## src/rtl/pll_lock_supervisor_if.sv

```systemverilog
// Signal bundle between the PLL lock supervisor (master) and the PLL/system side (slave).
// The sw_pll_req request line exists only when PLL_SW_RESET_EN is defined.
interface pll_lock_supervisor_if;
    logic       pll_locked;
    logic       pll_rst;
    logic       sys_reset_n;
    logic       fault;
    logic [3:0] retry_count;
    logic [7:0] lost_lock_count;
    logic [2:0] state;
`ifdef PLL_SW_RESET_EN
    logic       sw_pll_req;

    modport master (
        input  pll_locked, sw_pll_req,
        output pll_rst, sys_reset_n, fault, retry_count, lost_lock_count, state
    );
    modport slave (
        output pll_locked, sw_pll_req,
        input  pll_rst, sys_reset_n, fault, retry_count, lost_lock_count, state
    );
`else
    modport master (
        input  pll_locked,
        output pll_rst, sys_reset_n, fault, retry_count, lost_lock_count, state
    );
    modport slave (
        output pll_locked,
        input  pll_rst, sys_reset_n, fault, retry_count, lost_lock_count, state
    );
`endif
endinterface

```

## src/rtl/pll_lock_supervisor.sv

```systemverilog
// PLL reset/lock sequencer: pulses the PLL reset, waits for lock with timeout and retries,
// then holds system reset until lock is stable. Macro PLL_SW_RESET_EN adds a software re-sequence request.
module pll_lock_supervisor #(
    parameter int unsigned RST_PULSE_CYC    = 64,
    parameter int unsigned LOCK_TIMEOUT_CYC = 742500,
    parameter int unsigned LOCK_STABLE_CYC  = 1024,
    parameter int unsigned RETRY_MAX        = 3
) (
    input  logic                         clk_74a,
    input  logic                         reset_n,
    pll_lock_supervisor_if.master        pll_if
);
    localparam int unsigned MAX_AB      = (RST_PULSE_CYC > LOCK_TIMEOUT_CYC) ? RST_PULSE_CYC : LOCK_TIMEOUT_CYC;
    localparam int unsigned CNT_MAX_VAL = (MAX_AB > LOCK_STABLE_CYC) ? MAX_AB : LOCK_STABLE_CYC;
    localparam int unsigned CNT_W       = $clog2(CNT_MAX_VAL + 1);

    localparam logic [CNT_W-1:0] RST_LAST     = CNT_W'(RST_PULSE_CYC - 1);
    localparam logic [CNT_W-1:0] TIMEOUT_LAST = CNT_W'(LOCK_TIMEOUT_CYC - 1);
    localparam logic [CNT_W-1:0] STABLE_LAST  = CNT_W'(LOCK_STABLE_CYC - 1);
    localparam logic [4:0]       RETRY_LIMIT  = 5'(RETRY_MAX);

    typedef enum logic [2:0] {
        RESET_PLL = 3'd0,
        WAIT_LOCK = 3'd1,
        STABLE    = 3'd2,
        RUN       = 3'd3,
        FAULT     = 3'd4
    } state_e;

    state_e           state_q, state_d;
    logic [CNT_W-1:0] cnt_q, cnt_d;
    logic [1:0]       sync_q;
    logic [3:0]       retry_q, retry_d;
    logic [7:0]       lost_q, lost_d;
    logic             pll_rst_q, pll_rst_d;
    logic             sys_reset_n_q, sys_reset_n_d;
    logic             fault_q, fault_d;
    logic             locked_s;
    logic             sw_req;

    assign locked_s = sync_q[1];

`ifdef PLL_SW_RESET_EN
    assign sw_req = pll_if.sw_pll_req;
`else
    assign sw_req = 1'b0;
`endif

    // Two-flop synchronizer for the asynchronous PLL locked output.
    always_ff @(posedge clk_74a or negedge reset_n) begin
        if (!reset_n) begin
            sync_q <= 2'b00;
        end else begin
            // NOTE: non-blocking assignment keeps every flop sampling pre-edge values; blocking here would collapse the two stages into one.
            sync_q <= {sync_q[0], pll_if.pll_locked};
        end
    end

    always_comb begin
        // NOTE: every signal gets a default before the case so no path leaves it unassigned and infers a latch.
        state_d = state_q;
        retry_d = retry_q;
        lost_d  = lost_q;

        case (state_q)
            RESET_PLL: begin
                if (cnt_q == RST_LAST) state_d = WAIT_LOCK;
            end
            WAIT_LOCK: begin
                // Lock seen on the timeout cycle takes priority over the timeout.
                if (locked_s) begin
                    state_d = STABLE;
                end else if (cnt_q == TIMEOUT_LAST) begin
                    retry_d = (retry_q == 4'hF) ? retry_q : retry_q + 4'd1;
                    state_d = (({1'b0, retry_q} + 5'd1) < RETRY_LIMIT) ? RESET_PLL : FAULT;
                end
            end
            STABLE: begin
                if (!locked_s) begin
                    state_d = WAIT_LOCK;
                end else if (cnt_q == STABLE_LAST) begin
                    state_d = RUN;
                    retry_d = 4'd0;
                end
            end
            RUN: begin
                if (!locked_s) begin
                    state_d = RESET_PLL;
                    lost_d  = (lost_q == 8'hFF) ? lost_q : lost_q + 8'd1;
                end
            end
            FAULT: begin
                state_d = FAULT;
            end
            default: begin
                state_d = RESET_PLL;
            end
        endcase

        // Software request re-sequences without touching the health counters.
        if (sw_req && (state_q == WAIT_LOCK || state_q == STABLE || state_q == RUN)) begin
            state_d = RESET_PLL;
            retry_d = retry_q;
            lost_d  = lost_q;
        end
    end

    // Counter restarts on any state change and otherwise saturates.
    always_comb begin
        if (state_d != state_q) begin
            cnt_d = '0;
        end else if (cnt_q == '1) begin
            cnt_d = cnt_q;
        end else begin
            cnt_d = cnt_q + CNT_W'(1);
        end
    end

    // Outputs are decoded from the next state so they are registered alongside it.
    always_comb begin
        pll_rst_d     = (state_d == RESET_PLL) || (state_d == FAULT);
        sys_reset_n_d = (state_d == RUN);
        fault_d       = (state_d == FAULT);
    end

    always_ff @(posedge clk_74a or negedge reset_n) begin
        if (!reset_n) begin
            state_q       <= RESET_PLL;
            cnt_q         <= '0;
            retry_q       <= 4'd0;
            lost_q        <= 8'd0;
            pll_rst_q     <= 1'b1;
            sys_reset_n_q <= 1'b0;
            fault_q       <= 1'b0;
        end else begin
            state_q       <= state_d;
            cnt_q         <= cnt_d;
            retry_q       <= retry_d;
            lost_q        <= lost_d;
            pll_rst_q     <= pll_rst_d;
            sys_reset_n_q <= sys_reset_n_d;
            fault_q       <= fault_d;
        end
    end

    assign pll_if.pll_rst         = pll_rst_q;
    assign pll_if.sys_reset_n     = sys_reset_n_q;
    assign pll_if.fault           = fault_q;
    assign pll_if.retry_count     = retry_q;
    assign pll_if.lost_lock_count = lost_q;
    assign pll_if.state           = state_q;

endmodule
```

## src/flat_wrapper.sv

```systemverilog
// flat-port wrapper written by rule: the top's interface ports become plain ports
module pll_lock_supervisor_flat 
#(
    parameter int unsigned RST_PULSE_CYC    = 64,
    parameter int unsigned LOCK_TIMEOUT_CYC = 742500,
    parameter int unsigned LOCK_STABLE_CYC  = 1024,
    parameter int unsigned RETRY_MAX        = 3
)
  (clk_74a, reset_n, pll_if_pll_locked, pll_if_pll_rst, pll_if_sys_reset_n, pll_if_fault, pll_if_retry_count, pll_if_lost_lock_count, pll_if_state);
  pll_lock_supervisor_if pll_if_i ();
  input  logic clk_74a;
  input  logic reset_n;
  input wire logic [$bits(pll_if_i.pll_locked)-1:0] pll_if_pll_locked;
  output wire logic [$bits(pll_if_i.pll_rst)-1:0] pll_if_pll_rst;
  output wire logic [$bits(pll_if_i.sys_reset_n)-1:0] pll_if_sys_reset_n;
  output wire logic [$bits(pll_if_i.fault)-1:0] pll_if_fault;
  output wire logic [$bits(pll_if_i.retry_count)-1:0] pll_if_retry_count;
  output wire logic [$bits(pll_if_i.lost_lock_count)-1:0] pll_if_lost_lock_count;
  output wire logic [$bits(pll_if_i.state)-1:0] pll_if_state;
  assign pll_if_i.pll_locked = pll_if_pll_locked;
  assign pll_if_pll_rst = pll_if_i.pll_rst;
  assign pll_if_sys_reset_n = pll_if_i.sys_reset_n;
  assign pll_if_fault = pll_if_i.fault;
  assign pll_if_retry_count = pll_if_i.retry_count;
  assign pll_if_lost_lock_count = pll_if_i.lost_lock_count;
  assign pll_if_state = pll_if_i.state;
  pll_lock_supervisor #(.RST_PULSE_CYC(RST_PULSE_CYC), .LOCK_TIMEOUT_CYC(LOCK_TIMEOUT_CYC), .LOCK_STABLE_CYC(LOCK_STABLE_CYC), .RETRY_MAX(RETRY_MAX)) u_core (.clk_74a(clk_74a), .reset_n(reset_n), .pll_if(pll_if_i));
endmodule
```

## config.mk

```make
export PLATFORM = sky130hd
export DESIGN_NAME = pll_lock_supervisor_flat
export DESIGN_NICKNAME = d
export VERILOG_FILES = /design/src/rtl/pll_lock_supervisor_if.sv /design/src/rtl/pll_lock_supervisor.sv /design/src/flat_wrapper.sv
export SDC_FILE = /design/constraint.sdc
export NUM_CORES = 1
export LEC_CHECK = 0
export BUFFER_PORTS_ARGS = -buffer_cell sky130_fd_sc_hd__buf_2
export CAP_MARGIN = 0
export CORE_MARGIN = 3
export CORE_UTILIZATION = 45
export CTS_BUF_LIST = sky130_fd_sc_hd__clkbuf_8
export CTS_CLUSTER_DIAMETER = 40
export DETAILED_ROUTE_END_ITERATION = 8
export GPL_ROUTABILITY_DRIVEN = 0
export PLACE_DENSITY = 0.67
export SLEW_MARGIN = 30
export SYNTH_ARGS = -nofsm -noshare
export SYNTH_HDL_FRONTEND = slang
export SYNTH_SLANG_ARGS = --single-unit
export TNS_END_PERCENT = 30
```

## constraint.sdc

```tcl
create_clock -name clk_74a -period 2.9 [get_ports clk_74a]
set_clock_uncertainty 0.1 [all_clocks]
set_input_delay 0 -clock clk_74a [delete_from_list [all_inputs] [get_ports clk_74a]]
set_output_delay 0 -clock clk_74a [all_outputs]
set_load 0.02 [all_outputs]
```

# [Yosys cells after proc, flatten, opt, wreduce, memory -nomap -nowiden]
# Cells that the tools add are included.
[word_totals] regBits=40 latch_bits=0 ram_bits=0 rom_bits=0 output_inout_bits=18 wordCells=56 mem_count=0
[classes] add_sub_neg=4 n_mul=0 div=0 n_lt_le_gt_ge=1 eq_ne=19 shift=0 mux=16 bitwise_logic=2 reduce_logical=6
[op_table] op="equality test 20 bit, second input constant" n=2
[op_table] op="two-way mux 20 bit" n=2
[op_table] op="two-way mux 3 bit" n=7
[op_table] op="adder 20 x 1 -> 20 bit, second input constant" n=1
[op_table] op="equality test 20 x 10 -> 1 bit, second input constant" n=1
[op_table] op="equality test 20 x 6 -> 1 bit, second input constant" n=1
[op_table] op="two-way mux 4 bit" n=5
[op_table] op="one-hot mux 3 bit (5 select lines)" n=1
[op_table] op="equality test 3 x 2 -> 1 bit, second input constant" n=3
[op_table] op="adder 8 x 1 -> 8 bit, second input constant" n=1
[op_table] op="equality test 8 bit, second input constant" n=1
[op_table] op="!= test 2 x 1 -> 1 bit, second input constant" n=4
[op_table] op="one-hot mux 4 bit (2 select lines)" n=1
[op_table] op="equality test 3 bit, second input constant" n=2
[op_table] op="zero test 3 bit" n=2
[op_table] op="AND reduction 6 bit" n=1
[op_table] op="adder 4 x 1 -> 5 bit, second input constant" n=1
[op_table] op="less-than comparator 5 x 2 -> 1 bit, second input constant" n=1
[op_table] op="adder 4 x 1 -> 4 bit, second input constant" n=1
[op_table] op="equality test 4 bit, second input constant" n=1
[op_table] op="!= test 2 bit, second input constant" n=2
[op_table] op="equality test 3 x 1 -> 1 bit, second input constant" n=1
[op_table] op="!= test 3 bit" n=1
[op_table] op="AND reduction 3 bit" n=1
[op_table] op="3 further kinds" n=4

# [Depth between registers and ports, before layout]
[logic_depth] ltp_word=8 mapped_depth=8

# [Worst setup path after synthesis]
# OpenSTA, ideal clock, no wires.
[synth_path] kind="reg-to-reg" from="register u_core.state_q[1] (netlist: u_core.pll_if.state[1])" to="register u_core.retry_q[3] (netlist: u_core.pll_if.retry_count[3])" setup_ns=0.118 arrival_time_ns=2.153 t_required_ns=2.682 path_slack_ns=0.529 stages_incl_launch_ff=8 synth_period_minus_slack_ns=2.371 path_cell_list="dfrtp_1 -> buf_2 -> inv_1 -> or3_1 -> or4_4 -> buf_6 -> a221o_1 -> a21o_1"
[synth_between] elab_chain_len=3
[synth_rtl] item="from (decl)" line_no="pll_lock_supervisor.sv:30" rtl="state_e state_q, state_d;"
[synth_rtl] item="from (signal assigned)" line_no="pll_lock_supervisor.sv:136" rtl="state_q <= state_d;"
[synth_rtl] item="equality test 3 x 1 -> 1 bit / equality test 3 x 2 -> 1 bit (equally long branches)"
[synth_rtl] item="!= test 2 bit (no line), or another cell as far along"
[synth_rtl] item="AND reduction 6 bit (no line)"
[synth_rtl] item="to (signal assigned)" line_no="pll_lock_supervisor.sv:138" rtl="retry_q <= retry_d;"
[synth_rtl] item="to (decl)" line_no="pll_lock_supervisor.sv:33" rtl="logic [3:0] retry_q, retry_d;"
# Several ways; a longest one is shown, not always the timed one.
# A chain may end at the register's enable or synchronous reset.

# [Worst setup path after layout]
[layout_path] from="register u_core.cnt_q[11]" to="register u_core.cnt_q[19]"
[layout_between] elab_chain_len=6
[layout_rtl] item="from (decl)" line_no="pll_lock_supervisor.sv:31" rtl="logic [CNT_W-1:0] cnt_q, cnt_d;"
[layout_rtl] item="from (signal assigned)" line_no="pll_lock_supervisor.sv:137" rtl="cnt_q <= cnt_d;"
[layout_rtl] item="equality test 20 x 10 -> 1 bit / equality test 20 bit (equally long branches)" line_no="pll_lock_supervisor.sv:81, pll_lock_supervisor.sv:73"
[layout_rtl] item="two-way mux 3 bit, on equally long branches" line_no="pll_lock_supervisor.sv:81, pll_lock_supervisor.sv:73"
[layout_rtl] item="two-way mux 3 bit, on equally long branches" line_no="pll_lock_supervisor.sv:79, pll_lock_supervisor.sv:71"
[layout_rtl] item="one-hot mux 3 bit (5 select lines)" line_no="pll_lock_supervisor.sv:65" rtl="case (state_q)"
[layout_rtl] item="!= test 3 bit" line_no="pll_lock_supervisor.sv:110" rtl="if (state_d != state_q) begin"
[layout_rtl] item="!= test 2 x 1 -> 1 bit (no line) / two-way mux 20 bit (equally long branches)"
# Several ways; a longest one is shown, not always the timed one. The select of a mux whose other input is x is not followed.

==> metrics.txt <==
outcome=finished clean; Max-Cap Viols=0; CTS max path bufs=2; critical path's slowest cell=or4_4; worst setup path class=flop to flop; Psw=204 uW; post-synthesis mux area share=1.72%; reg2reg start=u_core.cnt_q[11]; Final #Nets=264; Final Core Density=55.1%; DRC Markers=0; Synth Net Count=241; Worst EP arrival=2.64 ns; Die W=79.1 um; post-synthesis instance total=234; CP max FO=8; first-pass GRT wire length=8970 um; Vias/cell=5.86; # H-tree levels=2; # diodes=0; Worst R2R Path Depth=6; sequential share of power=52.3%; Worst path top cell family by delay=simple AND/OR/NAND/NOR gates; hold_ws=0.129 ns; DRT iter0 DRCs=174; Worst path max stage delay=0.58 ns; core area=4940 um^2; ys async rst share=100%; Leakage=0.00114 uW; fmax=389 MHz; area share of the largest cell type after synthesis=40.6%; number of synthesized flops with an enable pin=0; largest net degree at the start of global routing=41; relative slew slack=56.5%; IO Pins=21; count of standard-cell rows=25; ranking of synthesized cells by area=dfrtp_1 (41%), xnor2_1 (5.5%), a211oi_2 (5.2%); WL/cell=15.9 um; worst min path class=primary input to async pin; Final Power=1070 uW; # clock sinks=40; DRT Pass-1 Iters=4; post-DP HPWL=3580 um; Worst Path Required=2.97 ns; Die ar.=6260 um^2; fillers=464; Worst-Margin Slew=0.647 ns; Buf+Inv Stages, Crit Path=1; CP Capture Type=flop; simple-gate share of the synthesized area=24.6%; Worst-path clk slew=0.08 ns; Syn Std Cell Area=2410 um^2; Slew Viols, Final=0; PD cells=393 nW/um^2; GRT Total Usage=18.1%; adder-cell share of the synthesized area=2.08%; Final Critical Period=2.57 ns; Power Internal=866 uW; Commonest cells post-synth=dfrtp_1 (39), xnor2_1 (15), nand3_1 (14), nand4_1 (14), a21oi_1 (13); final worst path period share=88.6%; clock share of power=46.2%; sequential share of the synthesized area=41.7%; xor and xnor area share after synthesis=9.10%; Area Overhead vs Synth=13.1%; Root Buffer=clkbuf_8; CTS tree=built; Synth area leader=dfrtp_1; cell count after placement=315; Num CTS Buffers=5; syn avg cell area=10.3 um^2; via count=1,904; antenna viol nets, final=0; Remaining Overflow, GRT=0; Setup Viol. Count Final=0; Hold Vio Cnt, Final=0; Worst VDD drop=0.305 mV; main combinational cell family by area after synthesis=simple AND/OR/NAND/NOR gates; Port Buffers=20; crit-path cells=or4_4 -> nor4_2 -> a211oi_1 -> o31ai_4 -> buf_4 -> a211oi_1; WL final=5170 um; flops & latches, synth=40; flop2flop setup slack=0.33 ns; Yosys warning count=0; layout cells sized above 1=25.2%; RSZ-0062 raised after global routing=no; Synth Flop Type=dfrtp_1; Compound-Gate Fraction of Synth Area=15.8%; logic gate share of total power=1.5%; Critical Path Stages=6; CP startpoint=u_core.cnt_q[11]; Net Sw Frac=19.1%; Finished Layout Cells=325; CP Launch Type=flop; Most common cell on crit path=a211oi_1; initial antenna violation count=0; vias in the first global route=1,875; worst-skew pair later-pin latency=0.29 ns; die height=79.1 um; Unique masters post-synth=55; count leader, synth=dfrtp_1; setup TNS=0 ns; Initial Util=48.7%
[cells in the final DEF, fill, tap and decap left out, types with 2 or more instances in the layout]
cell,count
mux2i_1,3
nand4_1,14
a211oi_2,10
a211oi_1,6
xor2_1,10
a221oi_1,2
nand3_1,14
nor3_1,3
xnor2_1,15
or4_4,3
a21oi_1,12
buf_4,10
and4_1,5
dlygate4sd3_1,2
ha_1,4
or3_1,2
nor2_1,11
nand2b_1,4
dfrtp_1,39
o21ai_0,5
and2_1,3
or2_2,2
clkbuf_8,7
nand2_1,10
or4_1,2
nor4_2,4
and3_1,5
inv_1,6
buf_2,19
[flip-flops by register name (all words and copies together) (netlist names)]
signal                         cells
u_core.pll_if.pll_rst              1
u_core.sync_q                      2
u_core.cnt_q                      20
u_core.pll_if.retry_count          4
u_core.pll_if.state                3
u_core.pll_if.sys_reset_n          1
u_core.pll_if.lost_lock_count      8
u_core.pll_if.fault                1
[power groups by stage]
stage	logic (uW)	registers, uW	clock network, uW
after global placement	13.6	571	0
final	15.5	560	495
after global routing	18.4	561	537
after CTS	15.9	560	508
after detailed placement	13.9	571	0
after floorplan	1.08	571	0
[logic make-up (layout without fill, tap and decap cells)]
logic type / Yosys count / after routing
DFF: 40 / 40
AOI/OAI and AO/OA: 47 / 47
xor gates and xnor gates: 25 / 25
adders and majority gates: 4 / 4
muxes: 4 / 4
and+or+nand+nor: 93 / 93
buffers and inverters: 21 / 45
[path summary, 6_finish.rpt]
| path | to |
|---|---|
| worst max-delay path | u_core.cnt_q[19] |
| worst min-delay path | u_core.pll_if.retry_count[2] |
| worst max register to register | u_core.cnt_q[19] |
| worst min register to register | u_core.sync_q[1] |
| max in group asynchronous | u_core.pll_if.pll_rst |
| min in group clk_74a | u_core.sync_q[0] |
[metrics by stage]
step	area, um^2	setup slack (ns)
2_1_floorplan	2410	0.529
3_3_place_gp	2560	0.249
3_5_place_dp	2560	0.185
4_1_cts	2710	0.126
5_1_grt	2720	0.165
6_report	2720	0.329
[cell type report]
type	count	area (um^2)	area share (%)
clock buffer	7	96.3	3.54
sequential	40	1000	36.8
multi-input combinational	173	1300	47.6
clock inverter	1	30.0	1.10
inverter	6	22.5	0.828
timing repair buffer	31	190	6.99
tap	67	83.8	3.08
[metal layers]
layer  GRT usage, %  wire length [um]  vias to the layer above
met5              0                 0                        -
met4           6.87                80                        0
met3           3.74               248                        9
met2           27.9              2370                       53
met1           25.0              2470                      923
li1               -                 -                      919
[repair_timing]
action | CTS | global route
hold endpoints to repair | 40 | 0
hold buffers | 2 | 0
buffers inserted | 0 | 0
setup endpoints to repair | 0 | 8
resized for setup | 0 | 1
No activity file was read; power rests on OpenSTA's default activity.
